## src/rtl/openila_decompress.sv

```systemverilog
// Readback expander for simple-mode OpenILA codewords: literal samples pass through,
// stable codewords replay the previous sample t more times, one sample per output handshake.
module openila_decompress #(
  parameter int W_SAMPLE = 8,
  parameter int W_COUNT  = 7,
  parameter int W_MEM    = W_SAMPLE + 1
) (
  input  logic                clk,
  input  logic                rst_n,
  input  logic [W_MEM-1:0]    cin,
  input  logic                cin_valid,
  output logic                cin_ready,
  output logic [W_SAMPLE-1:0] dout,
  output logic                dout_valid,
  input  logic                dout_ready,
  output logic                busy
);

  typedef enum logic {IDLE = 1'b0, REPEAT = 1'b1} state_t;

  state_t              state, state_nxt;
  logic [W_SAMPLE-1:0] last_sample, last_nxt;
  logic [W_COUNT-1:0]  rem, rem_nxt;
  logic [W_SAMPLE-1:0] dout_nxt;
  logic                vld_nxt;

  logic                fr;
  logic                accept;
  logic                is_stable;
  logic [W_COUNT-1:0]  t_cnt;

  assign fr        = !dout_valid || dout_ready;
  assign cin_ready = (state == IDLE) && fr;
  assign accept    = cin_valid && cin_ready;
  assign is_stable = cin[W_MEM-1];
  assign t_cnt     = cin[W_COUNT-1:0];
  assign busy      = (state == REPEAT);

  always_comb begin
    state_nxt = state;
    last_nxt  = last_sample;
    rem_nxt   = rem;
    dout_nxt  = dout;
    vld_nxt   = dout_valid;
    if (fr) vld_nxt = 1'b0;
    unique case (state)
      IDLE: begin
        if (accept) begin
          vld_nxt = 1'b1;
          if (is_stable) begin
            // t==0 wraps rem to all ones, giving 2^W_COUNT samples in total
            dout_nxt = last_sample;
            rem_nxt  = t_cnt - W_COUNT'(1);
            if (t_cnt != W_COUNT'(1)) state_nxt = REPEAT;
          end else begin
            dout_nxt = cin[W_SAMPLE-1:0];
            last_nxt = cin[W_SAMPLE-1:0];
          end
        end
      end
      REPEAT: begin
        if (fr) begin
          dout_nxt = last_sample;
          vld_nxt  = 1'b1;
          rem_nxt  = rem - W_COUNT'(1);
          if (rem == W_COUNT'(1)) state_nxt = IDLE;
        end
      end
      default: state_nxt = IDLE;
    endcase
  end

  // Output/state register stage
  always_ff @(posedge clk) begin
    if (!rst_n) begin
      state       <= IDLE;
      last_sample <= '0;
      rem         <= '0;
      dout        <= '0;
      dout_valid  <= 1'b0;
    end else begin
      state       <= state_nxt;
      last_sample <= last_nxt;
      rem         <= rem_nxt;
      dout        <= dout_nxt;
      dout_valid  <= vld_nxt;
    end
  end

endmodule
```

## config.mk

```make
export PLATFORM = sky130hd
export DESIGN_NAME = openila_decompress
export DESIGN_NICKNAME = d
export VERILOG_FILES = /design/src/rtl/openila_decompress.sv
export SDC_FILE = /design/constraint.sdc
export NUM_CORES = 1
export LEC_CHECK = 0
export CAP_MARGIN = 30
export CORE_MARGIN = 2
export CORE_UTILIZATION = 33
export DETAILED_ROUTE_END_ITERATION = 6
export GPL_ROUTABILITY_DRIVEN = 0
export SLEW_MARGIN = 20
export SYNTH_ARGS = -nofsm -noshare
export SYNTH_HDL_FRONTEND = slang
export SYNTH_SLANG_ARGS = --single-unit
```

## constraint.sdc

```tcl
create_clock -name clk -period 3.4 [get_ports clk]
set_input_delay 0.68 -clock clk [delete_from_list [all_inputs] [get_ports clk]]
set_output_delay 0.68 -clock clk [all_outputs]
set_load 0.03 [all_outputs]
```

==> reports/qor.yml, run 1 <==
run_status:
  outcome: "complete, no violations"
sta:
  worst_pin_slew_ps: 745
  hold_viol_final: 0
  fin_worst_skew_ps: 3.34
  fmax_ghz: 0.348
  period_share_pct: 84.5
  setup_viol: 0
  slew_headroom_pct: 50.3
  rsz0062_at_grt: "no"
  fin_ws_ps: 528
  drv_slew: 0
  post-route-min-period_ps: 2870
  fin_setup_tns_ps: 0
route:
  wl_per_cell_um: 14.7
  drtIter0Drc: 90
  drtAntennaViolNets: 0
  routed_wl_um: 3340
  vias: 1244
  drc: 0
  via_per_inst: 5.48
  drt-pass1-iter-count: 4
synth:
  yosysWarnings: 0
  synth_area_sq_um: 1290
  synthCells: 159
  synth_mux_area_share_pct: 7.00
  yosys.area_share.simple_pct: 21.0
  yosys.area.top_type: "dfxtp_1"
  synth_xor_area_share_pct: 1.36
  synth-compound-area-share_pct: 22.4
  ys_types: 33
  synth_area_per_cell_sq_um: 8.10
  synth_top_area_share_pct: 38.9
  synth.area.top_cells: "dfxtp_1 39%, nor2_1 7.9%, mux2i_1 7.0%"
  synth_top_family_by_area: "compound AO/OA/AOI/OAI gates"
  yosysSeqAreaShare_pct: 38.9
  ys_ff_latch: 25
  synth_nets: 176
  yosys.area_share.adder_pct: 3.89
worst_setup_path:
  critPathRequiredTime_ps: 2720
  cp_max_fo: 8
  crit_path_cell_trace: "clkdlybuf4s50_1 > nor2b_1 > nor2_1 > clkdlybuf4s50_1"
  worst_path_max_delay_cell: "clkdlybuf4s50_1"
  cp.arrival_ps: 2190
  cp-start-kind: "input pin"
  crit_path_frequent_cell: "clkdlybuf4s50_1"
  slowest_delay_ps: 610
  end_kind: "primary output"
  crit_type: "input pin to primary output"
power_and_ir_drop:
  powerDensity_nw_per_um2: 466
  leakagePower_nw: 0.577
  peakVddDrop_mv: 0.162
die:
  io_pins: 24
  start_util_pct: 34.6
  core.rowCount: 22
  die_area_sq_um: 4420
  die_w_um: 66.5
  die_h_um: 66.5
  coreArea_sq_um: 3720
cts:
  cts_resized: 0
  cts_max_level: 1
  clk_latency_ps: 270
  postCtsSetupBuffers: 0
  clkTransAtPathRegs_ps: 90
  clk_root_buffer_cell: "clkbuf_8"
  ctsHoldBuffers: 0
  cts_buffers: 3
  cts_sinks: 25
  cts_tree: "done"
  clk_path_buf_depth: 2
grt:
  grt_pass1_wl_um: 5440
  track_usage_pct: 15.9
  antenna_found_initial: 0
  grt.overflow.total: 0
  grt_max_degree: 23
  grt_pass1_vias: 1188
finish:
  n_antenna_cell: 0
  drive_above_1_share_pct: 7.26
  nets: 197
  syn2layout_area_growth_pct: 25.4
  fillers: 382
placed_design:
  dpl_worst_slack_ps: 540
  port_buffers: 23
  dp_hpwl_um: 2380
min_path:
  hold_class: "flip-flop to flip-flop"
run:
  drv_cap: 0
==> placed cells by master, fill, tap and decap left out, types with 2 or more instances in the layout <==
cell and instances:
mux2i_1 9, inv_1 7, buf_4 3, nor3_1 3, a21oi_1 10, nand4_1 2
a31oi_1 2, clkdlybuf4s50_1 23, nand2_1 12, clkbuf_8 3, a311oi_1 8, nand3_1 2
a211o_1 2, o21ai_0 15, dfxtp_1 25, ha_1 4, nor4_1 2, nor2_1 27
xnor2_1 2, o221a_2 2
==> synth_stat cells <==
cell type,instances
nor2_1,27
dfxtp_1,25
o21ai_0,15
nand2_1,12
a21oi_1,10
mux2i_1,9
a311oi_1,8
clkbuf_1,7
inv_1,7
ha_1,4
buf_2,3
nor3_1,3
a211o_1,2
a31oi_1,2
nand3_1,2
nand4_1,2
nor4_1,2
nor4b_1,2
o221a_2,2
xnor2_1,2
a211oi_1,1
a21o_1,1
a31o_2,1
and4_1,1
clkinv_1,1
nand3b_1,1
nand4b_1,1
nor2b_1,1
o31a_1,1
o31ai_1,1
or2_2,1
or3_4,1
or4_1,1
==> layout make-up <==
cell class	instances	area, sq um	share of cell area, %
multi-input combinational	116	722	44.7
sequential	25	500	31.0
timing repair buffer	26	253	15.7
tap	48	60.1	3.72
clock buffer	3	41.3	2.56
inverter	8	30.0	1.86
clock inverter	1	7.51	0.465
==> power by group <==
group	total [W]	switching, W	internal, W
clock	0.000183	0.0000999	0.0000830
combinational	0.000221	0.000127	0.0000940
sequential	0.000348	0.0000271	0.000321
total	0.000752	0.000254	0.000498
==> per-layer routing <==
| layer | up-vias | wire (um) | GRT usage, % |
|---|---|---|---|
| met5 | - | 0 | 0 |
| met4 | 0 | 38 | 5.36 |
| met3 | 4 | 163 | 1.69 |
| met2 | 38 | 1650 | 28.2 |
| met1 | 592 | 1490 | 19.8 |
| li1 | 610 | - | - |
==> sequential cells by signal (all words and copies together) (netlist names) <==
register,cells
last_sample,8
dout_valid,1
dout,8
rem,7
busy,1
==> through the flow <==
step	std cells	hold slack [ps]	util (%)	area (sq um)	power, W
after global routing	227	523	43.4	1610	0.000792
after detailed placement	223	478	42.1	1570	0.000574
after global placement	223	466	42.1	1570	0.000567
after floorplan	159	453	-	1290	0.000490
final	227	501	43.4	1610	0.000752
after CTS	227	499	43.4	1610	0.000753
==> cells by family (layout without fill, tap and decap cells) <==
group                      count (synthesis)  count (layout)
AOI/OAI and AO/OA                         44              44
xor gates and xnor gates                   2               2
adders and majority gates                  4               4
buffers and inverters                     18              38
DFF                                       25              25
muxes                                      9               9
and+or+nand+nor                           57              57
==> path summary, 6_finish.rpt <==
path,startpoint,endpoint,slack [ps],cells past startpoint
setup / recovery,dout_ready,cin_ready,530,4
hold / removal,last_sample[7]$_SDFFE_PN0P_,last_sample[7]$_SDFFE_PN0P_,500,2
setup reg to reg,busy$_SDFF_PN0_,rem[6]$_SDFFE_PN0P_,1460,4
hold reg to reg,last_sample[7]$_SDFFE_PN0P_,last_sample[7]$_SDFFE_PN0P_,500,2
==> critical path: cells and delay by family <==
kind | cells | cell delay (ps)
simple gates | 2 | 510
buf+inv | 2 | 1010
Power figures use the tool's default switching activity.
==> run 2, diff against run 1 <==
==> constraint.sdc (replaced) <==
create_clock -name clk -period 2.8 [get_ports clk]
set_input_delay 0.56 -clock clk [delete_from_list [all_inputs] [get_ports clk]]
set_output_delay 0.56 -clock clk [all_outputs]
set_load 0.03 [all_outputs]
==> run 2 against run 1 <==
  * Register-to-register slack worse by 470 ps
  * Cell count increased by 2.2%
  * Total power increased by 23%
  * Clock power is 26% higher
==> reports/qor.yml, run 2 (synthesis results as in run 1) <==
worst_setup_path:
  r2r_setup_slack_ps: 990
  critPathRequiredTime_ps: 2240
  cp_max_fo: 2
  cp-start-kind: "input pin"
  cp.arrival_ps: 1820
  crit_type: "input pin to primary output"
  end_kind: "primary output"
sta:
  rsz0062_at_grt: "no"
  worst_pin_slew_ps: 712
  fmax_ghz: 0.421
  hold_viol_final: 0
  fin_ws_ps: 422
  fin_setup_tns_ps: 0
  post-route-min-period_ps: 2380
  holdWs_ps: 499
  setup_viol: 0
  period_share_pct: 84.9
  slew_headroom_pct: 52.5
  fin_worst_skew_ps: 3.65
  drv_slew: 0
finish:
  drive_above_1_share_pct: 9.78
  largestRegisters: "dout (8), last_sample (8), rem (7)"
  layout_commonest_cell: "nor2_1"
  syn2layout_area_growth_pct: 28.4
  n_antenna_cell: 0
  nets: 202
  most-common-layout-cells: "27 x nor2_1, 25 x dfxtp_1, 23 x clkdlybuf4s50_1, 15 x o21ai_0, 12 x nand2_1"
  fin_cells: 232
route:
  drtAntennaViolNets: 0
  drt-pass1-iter-count: 4
  wl_per_cell_um: 14.1
  vias: 1226
  via_per_inst: 5.28
  routed_wl_um: 3280
  drc: 0
  drtIter0Drc: 63
cts:
  clkTransAtPathRegs_ps: 100
  cts_resized: 0
  ctsHoldBuffers: 0
  clk_latency_ps: 270
  clk_path_buf_depth: 2
  cts_tree: "done"
  postCtsSetupBuffers: 0
  cts_sinks: 25
  cts_buffers: 3
  cts_max_level: 1
  clk_root_buffer_cell: "clkbuf_8"
power_and_ir_drop:
  peakVddDrop_mv: 0.252
  powerDensity_nw_per_um2: 560
  leakagePower_nw: 0.605
  finalPower_w: 0.000925
min_path:
  hold_class: "flip-flop to flip-flop"
grt:
  grt_pass1_vias: 1238
  grt_max_degree: 23
  grt_pass1_wl_um: 5520
  antenna_found_initial: 0
  grt.overflow.total: 0
  track_usage_pct: 16.3
run:
  drv_cap: 0
placed_design:
  dpl_worst_slack_ps: 421
  port_buffers: 23
  dp_hpwl_um: 2400
  dpl.cell_count: 228
die:
  start_util_pct: 34.6
  die_h_um: 66.5
  die_w_um: 66.5
  coreArea_sq_um: 3720
  die_area_sq_um: 4420
  core.rowCount: 22
  io_pins: 24
run_status:
  outcome: "complete, no violations"
-- run 2: path summary, 6_finish.rpt --
kind | startpoint | endpoint | cells after the start
max | dout_ready | cin_ready | 4
min | last_sample[5]$_SDFFE_PN0P_ | last_sample[5]$_SDFFE_PN0P_ | 2
max reg2reg | busy$_SDFF_PN0_ | rem[6]$_SDFFE_PN0P_ | 5
min reg2reg | last_sample[5]$_SDFFE_PN0P_ | last_sample[5]$_SDFFE_PN0P_ | 2
-- run 2: report_power, final --
group	internal [W]	total, W	switching, W
combinational	0.000120	0.000273	0.000153
sequential	0.000390	0.000422	0.0000313
clock	0.000104	0.000231	0.000126
-- run 2: stage by stage --
step           util (%)  instance area (sq um)
3_5_place_dp       43.1                   1600
5_1_grt            44.5                   1650
2_1_floorplan         -                   1290
3_3_place_gp       43.1                   1600
6_report           44.5                   1650
4_1_cts            44.5                   1650
-- run 2: routing by layer --
layer | GRT usage (%) | share of wire [%]
met3 | 1.86 | 2.9
met2 | 28.0 | 47
met4 | 7.40 | 2.4
met5 | 0 | 0
met1 | 20.2 | 47
-- run 2: final cells by class --
type                            instances  area (sq um)
Timing Repair Buffer                   31           290
Inverter                                8          30.0
Sequential cell                        25           500
Fill cell                             385          2060
Clock buffer                            3          41.3
Tap cell                               48          60.1
Clock inverter                          1          8.76
Multi-Input combinational cell        116           722
-- run 2: worst max-delay path, stage by stage --
cell and delay (ps):
clkdlybuf4s50_1 450, nor2b_1 50, nor2_1 80, clkdlybuf4s50_1 670
==> run 3, diff against run 2 <==
==> constraint.sdc (replaced) <==
create_clock -name clk -period 2 [get_ports clk]
set_input_delay 0.4 -clock clk [delete_from_list [all_inputs] [get_ports clk]]
set_output_delay 0.4 -clock clk [all_outputs]
set_load 0.03 [all_outputs]
==> run 3 against run 2 <==
  * Global-route usage up 1.2 points
  * Hold slack worse by 1.4 ps
  * Cell count up 3.0%
  * Clock skew up 1.6 ps
  * First-iteration DRC count down 14%
  * Total power up 40%
  * Largest power group unchanged
==> reports/qor.yml, run 3 (synthesis results as in run 1) <==
worst_setup_path:
  rr_worst_depth: 4
  cp-endpoint: "rem[5]$_SDFFE_PN0P_"
  r2r-end: "rem[6]$_SDFFE_PN0P_"
  cp_max_fo: 3
  slowest_delay_ps: 470
  r2r_setup_slack_ps: 510
  cp.arrival_ps: 2040
  cp-start-kind: "input pin"
  crit_type: "input pin to flip-flop"
  end_kind: "flip-flop"
  critPathRequiredTime_ps: 2230
  crit_path_cell_trace: "clkdlybuf4s50_1 > or3_4 > or4_1 > a31oi_1 > o221a_2"
  r2r-start: "rem[2]$_SDFFE_PN0P_"
  critPathLaunch: "cin[1]"
  worst_path_max_delay_cell: "clkdlybuf4s50_1"
die:
  die_area_sq_um: 4420
  core.rowCount: 22
  die_h_um: 66.5
  io_pins: 24
  coreArea_sq_um: 3720
  die_w_um: 66.5
  start_util_pct: 34.6
cts:
  cts_sinks: 25
  cts_tree: "done"
  ctsHoldBuffers: 0
  cts_max_level: 1
  clk_latency_ps: 280
  postCtsSetupBuffers: 0
  clkTransAtPathRegs_ps: 90
  cts_buffers: 3
  clk_root_buffer_cell: "clkbuf_8"
  cts_resized: 0
  clk_path_buf_depth: 2
finish:
  fillers: 376
  n_antenna_cell: 0
  most-common-layout-cells: "27 x nor2_1, 25 x dfxtp_1, 21 x clkdlybuf4s50_1, 17 x buf_4, 15 x o21ai_0"
  layout_commonest_cell: "nor2_1"
  syn2layout_area_growth_pct: 31.8
  drive_above_1_share_pct: 14.1
  multi_input_area_sq_um: 722
  finalInstanceArea_sq_um: 1700
  regArea_sq_um: 500
  nets: 209
  largestRegisters: "dout (8), last_sample (8), rem (7)"
route:
  vias: 1271
  drtIter0Drc: 54
  via_per_inst: 5.32
  drt-pass1-iter-count: 4
  drtAntennaViolNets: 0
  routed_wl_um: 3420
  wl_per_cell_um: 14.3
  drc: 0
min_path:
  hp-start: "last_sample[5]$_SDFFE_PN0P_"
  hold_class: "flip-flop to flip-flop"
power_and_ir_drop:
  powerDensity_nw_per_um2: 764
  seqPwrFrac_pct: 45.1
  pwr-share-comb_pct: 30.7
  p_sw_share_pct: 33.6
  clock_power_share_pct: 24.2
  leakagePower_nw: 0.641
  peakVddDrop_mv: 0.246
  p_sw_w: 0.000435
  p_int_w: 0.000861
grt:
  grt_pass1_vias: 1245
  grt_max_degree: 23
  grt.overflow.total: 0
  grt_pass1_wl_um: 5880
  track_usage_pct: 17.5
  antenna_found_initial: 0
sta:
  fmax_ghz: 0.552
  slew_headroom_pct: 52.2
  period_share_pct: 90.6
  fin_worst_skew_ps: 5.27
  rsz0062_at_grt: "no"
  fin_ws_ps: 188
  hold_viol_final: 0
  setup_viol: 0
  drv_slew: 0
  post-route-min-period_ps: 1810
  holdWs_ps: 498
  worst_pin_slew_ps: 716
placed_design:
  dp_hpwl_um: 2450
  dpl_cell_area_sq_um: 1650
  port_buffers: 23
  dpl_worst_slack_ps: -100
run_status:
  outcome: "complete, no violations"
run:
  drv_cap: 0
==> run 3: cell count changes in the layout (fill, tap and decap cells not counted), sizes merged <==
cell,delta
buf,+9
clkdlybuf4s50,-2
clkinv,+1
inv,-1
==> run 3: metrics by stage <==
| stage | instances | setup TNS, ps | utilization, % | total power, W |
|---|---|---|---|---|
| floorplan | 159 | 0 | - | 0.000833 |
| global placement | 235 | -69.9 | 44.4 | 0.000985 |
| detailed placement | 235 | -111 | 44.4 | 0.000992 |
| CTS | 239 | 0 | 45.7 | 0.00130 |
| global route | 239 | 0 | 45.7 | 0.00137 |
| finish | 239 | 0 | 45.7 | 0.00130 |
==> run 3: final cells by class <==
cell class	count	area share [%]
multi-input cells	116	42.6
flip-flops and latches	25	29.5
repair buffers	38	19.9
well taps	48	3.54
clock buffers	3	2.43
inverters	8	1.77
clock inverters	1	0.295
==> run 3: layer usage <==
metal | track usage (%) | vias up | share of wire (%)
met5 | 0 | - | 0
met4 | 7.40 | 0 | 1.1
met3 | 2.03 | 3 | 3.3
met2 | 28.6 | 27 | 47
met1 | 23.2 | 603 | 48
li1 | - | 638 | -
==> run 3: power by group through the flow <==
| stage | Combinational [W] | Clock, W | Sequential [W] |
|---|---|---|---|
| 6_report | 0.000398 | 0.000313 | 0.000584 |
| 5_1_grt | 0.000441 | 0.000340 | 0.000591 |
| 3_3_place_gp | 0.000392 | 0 | 0.000593 |
| 4_1_cts | 0.000399 | 0.000318 | 0.000583 |
| 2_1_floorplan | 0.000205 | 0 | 0.000628 |
| 3_5_place_dp | 0.000397 | 0 | 0.000594 |
==> run 3: how the worst min path moves through the flow <==
stage               cells after the start                     endpoint  slack [ps]
finish                                  2  last_sample[5]$_SDFFE_PN0P_         500
global route                            2  last_sample[6]$_SDFFE_PN0P_         520
CTS                                     2          rem[1]$_SDFFE_PN0P_         500
detailed placement                      2  last_sample[7]$_SDFFE_PN0P_         480
global placement                        2  last_sample[5]$_SDFFE_PN0P_         470
floorplan                               2  last_sample[0]$_SDFFE_PN0P_         450
==> run 3: worst max-delay path, delay by kind of cell <==
kind,cells,cell delay [ps]
simple gates,2,800
compound gates,2,380
buf+inv,1,470
